## src/rtl/lsu_pkg.sv

```systemverilog
// rtl/lsu_pkg.sv - shared encodings for the load/store unit
package lsu_pkg;

  localparam logic [2:0] F3_B  = 3'b000;
  localparam logic [2:0] F3_H  = 3'b001;
  localparam logic [2:0] F3_W  = 3'b010;
  localparam logic [2:0] F3_BU = 3'b100;
  localparam logic [2:0] F3_HU = 3'b101;

  localparam logic [1:0] ST_IDLE = 2'd0;
  localparam logic [1:0] ST_REQ  = 2'd1;
  localparam logic [1:0] ST_WAIT = 2'd2;
  localparam logic [1:0] ST_DONE = 2'd3;

  localparam logic [1:0] ERR_NONE     = 2'b00;
  localparam logic [1:0] ERR_MISALIGN = 2'b01;
  localparam logic [1:0] ERR_ILLEGAL  = 2'b10;
  localparam logic [1:0] ERR_TIMEOUT  = 2'b11;

  // Stores have no unsigned variants.
  function automatic logic funct3_legal(input logic [2:0] f3, input logic is_store);
    logic base;
    base = (f3 == F3_B) || (f3 == F3_H) || (f3 == F3_W);
    if (is_store) return base;
    return base || (f3 == F3_BU) || (f3 == F3_HU);
  endfunction

  function automatic logic misaligned(input logic [2:0] f3, input logic [1:0] lo);
    case (f3[1:0])
      2'b01:   return lo[0];
      2'b10:   return lo != 2'b00;
      default: return 1'b0;
    endcase
  endfunction

endpackage

```

## src/rtl/lsu_align.sv

```systemverilog
// rtl/lsu_align.sv - byte-lane enables, store replication and load extraction
module lsu_align
  import lsu_pkg::*;
(
  input  logic [2:0]  funct3,
  input  logic [1:0]  addr_lo,
  input  logic [31:0] wdata,
  input  logic [31:0] rword,
  output logic [3:0]  be,
  output logic [31:0] wdata_lanes,
  output logic [31:0] rdata_ext
);

  logic [31:0] shifted;

  always_comb begin
    be          = 4'b1111;
    wdata_lanes = wdata;
    case (funct3[1:0])
      2'b00: begin
        be          = 4'b0001 << addr_lo;
        wdata_lanes = {4{wdata[7:0]}};
      end
      2'b01: begin
        be          = 4'b0011 << addr_lo;
        wdata_lanes = {2{wdata[15:0]}};
      end
      default: begin
        be          = 4'b1111;
        wdata_lanes = wdata;
      end
    endcase
  end

  // Bring the addressed lane down to bit 0 before extension.
  assign shifted = rword >> {addr_lo, 3'b000};

  always_comb begin
    rdata_ext = rword;
    case (funct3)
      F3_B:    rdata_ext = {{24{shifted[7]}}, shifted[7:0]};
      F3_H:    rdata_ext = {{16{shifted[15]}}, shifted[15:0]};
      F3_BU:   rdata_ext = {24'd0, shifted[7:0]};
      F3_HU:   rdata_ext = {16'd0, shifted[15:0]};
      default: rdata_ext = rword;
    endcase
  end

endmodule

```

## src/rtl/load_store_unit.sv

```systemverilog
// rtl/load_store_unit.sv - single-outstanding load/store unit with bus timeout
module load_store_unit
  import lsu_pkg::*;
#(
  parameter int unsigned TIMEOUT = 255
)
(
  input  logic        clk,
  input  logic        rst_n,
  input  logic        start,
  input  logic        mem_read,
  input  logic        mem_write,
  input  logic [2:0]  funct3,
  input  logic [31:0] addr,
  input  logic [31:0] wdata,
  output logic        busy,
  output logic        done,
  output logic        err,
  output logic [1:0]  err_code,
  output logic [31:0] rdata,
  output logic        req_valid,
  input  logic        req_ready,
  output logic        req_we,
  output logic [31:0] req_addr,
  output logic [3:0]  req_be,
  output logic [31:0] req_wdata,
  input  logic        resp_valid,
  input  logic [31:0] resp_rdata
);

  logic [1:0]  state;
  logic [31:0] addr_q;
  logic [31:0] wdata_q;
  logic [2:0]  funct3_q;
  logic        we_q;
  logic        err_q;
  logic [1:0]  err_code_q;
  logic [31:0] rdata_q;
  logic [31:0] cnt;

  logic [3:0]  be;
  logic [31:0] wdata_lanes;
  logic [31:0] rdata_ext;

  logic accept;
  logic bad_op;
  logic bad_align;
  logic timeout_hit;

  lsu_align u_align (
    .funct3      (funct3_q),
    .addr_lo     (addr_q[1:0]),
    .wdata       (wdata_q),
    .rword       (resp_rdata),
    .be          (be),
    .wdata_lanes (wdata_lanes),
    .rdata_ext   (rdata_ext)
  );

  assign accept      = (state == ST_IDLE) && start && (mem_read || mem_write);
  assign bad_op      = (mem_read && mem_write) || !funct3_legal(funct3, mem_write);
  assign bad_align   = misaligned(funct3, addr[1:0]);
  assign timeout_hit = (TIMEOUT != 0) && (cnt >= TIMEOUT - 1);

  // A bus handshake or response in the final counted cycle wins over the timeout.
  always_ff @(posedge clk) begin
    if (!rst_n) begin
      state      <= ST_IDLE;
      addr_q     <= '0;
      wdata_q    <= '0;
      funct3_q   <= '0;
      we_q       <= 1'b0;
      err_q      <= 1'b0;
      err_code_q <= ERR_NONE;
      rdata_q    <= '0;
      cnt        <= '0;
    end else begin
      case (state)
        ST_IDLE: begin
          if (accept) begin
            addr_q   <= addr;
            wdata_q  <= wdata;
            funct3_q <= funct3;
            we_q     <= mem_write;
            rdata_q  <= '0;
            cnt      <= '0;
            if (bad_op) begin
              state      <= ST_DONE;
              err_q      <= 1'b1;
              err_code_q <= ERR_ILLEGAL;
            end else if (bad_align) begin
              state      <= ST_DONE;
              err_q      <= 1'b1;
              err_code_q <= ERR_MISALIGN;
            end else begin
              state      <= ST_REQ;
              err_q      <= 1'b0;
              err_code_q <= ERR_NONE;
            end
          end
        end
        ST_REQ: begin
          if (req_ready) begin
            state <= ST_WAIT;
            cnt   <= cnt + 32'd1;
          end else if (timeout_hit) begin
            state      <= ST_DONE;
            err_q      <= 1'b1;
            err_code_q <= ERR_TIMEOUT;
          end else begin
            cnt <= cnt + 32'd1;
          end
        end
        ST_WAIT: begin
          if (resp_valid) begin
            state   <= ST_DONE;
            rdata_q <= we_q ? 32'd0 : rdata_ext;
          end else if (timeout_hit) begin
            state      <= ST_DONE;
            err_q      <= 1'b1;
            err_code_q <= ERR_TIMEOUT;
          end else begin
            cnt <= cnt + 32'd1;
          end
        end
        default: state <= ST_IDLE;
      endcase
    end
  end

  assign busy      = (state == ST_REQ) || (state == ST_WAIT);
  assign done      = (state == ST_DONE);
  assign err       = done && err_q;
  assign err_code  = done ? err_code_q : ERR_NONE;
  assign rdata     = done ? rdata_q : 32'd0;

  assign req_valid = (state == ST_REQ);
  assign req_we    = req_valid && we_q;
  assign req_addr  = req_valid ? {addr_q[31:2], 2'b00} : 32'd0;
  assign req_be    = req_valid ? be : 4'd0;
  assign req_wdata = req_valid ? wdata_lanes : 32'd0;

endmodule
```

## config.mk

```make
export PLATFORM = sky130hd
export DESIGN_NAME = load_store_unit
export DESIGN_NICKNAME = d
export VERILOG_FILES = /design/src/rtl/lsu_pkg.sv /design/src/rtl/lsu_align.sv /design/src/rtl/load_store_unit.sv
export SDC_FILE = /design/constraint.sdc
export NUM_CORES = 1
export LEC_CHECK = 0
export CORE_ASPECT_RATIO = 2
export CORE_UTILIZATION = 48
export DETAILED_ROUTE_END_ITERATION = 16
export PLACE_DENSITY_LB_ADDON = 0.2
export SYNTH_ARGS = -nofsm -noshare
export SYNTH_HDL_FRONTEND = slang
export SYNTH_SLANG_ARGS = --single-unit
```

## constraint.sdc

```tcl
create_clock -name clk -period 3 [get_ports clk]
set_input_delay 0.6 -clock clk [delete_from_list [all_inputs] [get_ports clk]]
set_output_delay 0.6 -clock clk [all_outputs]
set_load 0.05 [all_outputs]
```

==> impl_metrics.toml <==
[status]
outcome = "completed"

[grt]
grt_max_degree = 109
grt_util_met2 = 0.565
use_met3 = 0.0630
grt_antenna_before_repair = 0
top_usage_layer = "met2"
grt_pass1_vias = 7479
grt.overflow.total = 0
grt_usage = 0.318
grt_util_met1 = 0.326
grt_pass1_wl_um = 38300

[cts]
ctsResizeCount = 0
cts_made_buffers = 17
cts.sinks = 137
clockBufferDepth = 2
htreeDepth = 4
cts_tree = "yes"
clkLatencyLatePin_ns = 0.42
cts-root-buf = "clkbuf_16"
clk_pin_slew_ns = 0.06
post-cts-setup-buffer-count = 0
holdBufCountCts = 0

[sta]
relSlewSlack = 0.300
post-route-min-period_ns = 2.79
finalSetupViolations = 0
skew_ns = 0.00768
hold_violations = 0
fin_crit_sh = 0.930
timing.fmax_ghz = 0.359
rsz0062_at_grt = "false"
drv_slew = 0
worst_slew_pin_slew_ns = 1.05

[floorplan]
ioPinCount = 213
fp.dieArea_um2 = 15900
die_h_um = 177
coreArea_um2 = 14900
num_rows = 63
die_w_um = 89.5
start_util = 0.494

[synth]
synth_edf_count = 0
synth_cells = 977
yosys_register_bits = 137
synth-seq-area-share = 0.373
ys_async_sr_fraction = 0
synth_top_cell_area_share = 0.373
synth.top_cells.by_count = "214 x nand2_1, 137 x dfxtp_1, 121 x a21oi_1, 89 x and2_1, 55 x clkbuf_1"
yosysMostFrequentCell = "nand2_1"
synth_compound_area_frac = 0.231
synthXorXnorAreaFrac = 0
ys_warn_count = 0
synth-simple-area-share = 0.291
yosysUniqueCellTypes = 70
synth_flop_cell = "dfxtp_1"
synth_fa_ha_area_frac = 0.0170
synth_area_um2 = 7360
synth_mux_area_frac = 0.0371
avgSynthCellArea_um2 = 7.53
synth_top_family_by_area = "simple AND/OR/NAND/NOR gates"
synth_area_leaders = "dfxtp_1 37%, nand2_1 11%, a21oi_1 8.2%"
yosys.area.top_type = "dfxtp_1"

[layout]
multiInputGateArea_um2 = 4250
drive_above_1_share = 0.165
num-fill-cells = 1175
fin_nets = 1285
final_area_um2 = 10700
syn2layout_area_growth_pct = 45.7
fin_util = 0.719
num_antenna_cells = 0
ff_latch_area_um2 = 2740

[setup_path]
endpoint_kind = "output pin"
worstSetupPathType = "reg -> out"
worst-path-max-fanout = 39
worstPathRequired_ns = 2.40
cp-start-kind = "flip-flop"
cp.arrival_ns = 2.19

[drt]
vias_per_cell = 5.72
antenna_left = 0
drt-total-wl_um = 25200
drt_iter0_drc = 479
first_pass_iters = 5
wl_per_cell_um = 18.3
drc = 0
vias = 7883

[placement]
hpwl_um = 18200
gp_congestion = 1.00
place_area_um2 = 10100
io_buffers = 210

[flow_run]
drv_cap = 0

[power_and_ir_drop]
ir_drop_mv = 0.573
p_leak_nw = 4.07
power.density_nw_per_um2 = 632

[hold_path]
hold_path_class = "reg -> reg"
worst max-delay path: stages (launching register included):
cell      delay [ns]
dfxtp_1         0.36
inv_1           0.11
ha_2            0.34
buf_4           0.37
a21boi_0        0.39
buf_12          0.19
cells by family after synthesis:
family / after synthesis
flip-flops: 137
multiplexers: 26
AO/OA/AOI/OAI: 265
buffers and inverters: 90
adder cells (fa/ha/maj): 10
other: 1
AND/OR/NAND/NOR: 448
worst paths after layout:
check,from,endpoint,slack (ns),cells after the start
worst max-delay path,state[1]$_SDFFE_PN0P_,req_wdata[10],0.21,5
worst min-delay path,rdata_q[2]$_SDFFE_PN0P_,rdata_q[2]$_SDFFE_PN0P_,0.45,2
worst max register to register,cnt[21]$_SDFFE_PN0P_,cnt[21]$_SDFFE_PN0P_,0.25,6
worst min register to register,rdata_q[2]$_SDFFE_PN0P_,rdata_q[2]$_SDFFE_PN0P_,0.45,2
through the flow:
stage	power [W]	cells	setup WS [ns]	setup TNS (ns)	hold slack (ns)
2_1_floorplan	0.00369	978	-0.116	-0.814	0.427
3_5_place_dp	0.00451	1345	0.253	0	0.441
3_3_place_gp	0.00448	1345	0.248	0	0.436
5_1_grt	0.00706	1377	0.0740	0	0.464
6_report	0.00677	1377	0.211	0	0.448
4_1_cts	0.00678	1377	0.191	0	0.450
layer usage:
metal | up-vias | share of wire
met5 | - | 0
met4 | 0 | 0.065
met3 | 98 | 0.058
met2 | 319 | 0.53
met1 | 3685 | 0.35
li1 | 3781 | -
state kept, by name (all words and copies together), names as in the netlist:
register    count
cnt            32
rdata_q        32
wdata_q        32
state           2
err_code_q      2
funct3_q        3
we_q            1
err_q           1
addr_q         32
placed cells by master (no fill, tap or decap), types with 10 or more instances in the layout:
cell             Yosys  layout
buf_12               0      54
mux2i_1             25      25
and2_1              89      89
clkbuf_16            0      17
nand2_1            214     214
nor2_1              54      54
inv_1               17      17
o31ai_1             10      10
buf_4                3      84
a2bb2oi_1           17      17
clkdlybuf4s50_1      0     106
nand4_1             11      11
a21oi_1            121     121
nor2b_1             12      12
nand3_1             21      21
o21ai_0             40      40
dfxtp_1            137     136
area by class of cell:
class / count / area share
Sequential cell: 137 / 0.256
Tap cell: 195 / 0.0228
Clock buffer: 20 / 0.0435
Inverter: 18 / 0.00642
Clock inverter: 12 / 0.0160
Multi-Input combinational cell: 751 / 0.397
Timing Repair Buffer: 244 / 0.259
power breakdown:
group / switching [W] / internal [W]
clock network: 0.000811 / 0.00145
logic: 0.00147 / 0.000837
registers: 0.000150 / 0.00204
(Power assumes the default switching activity.)
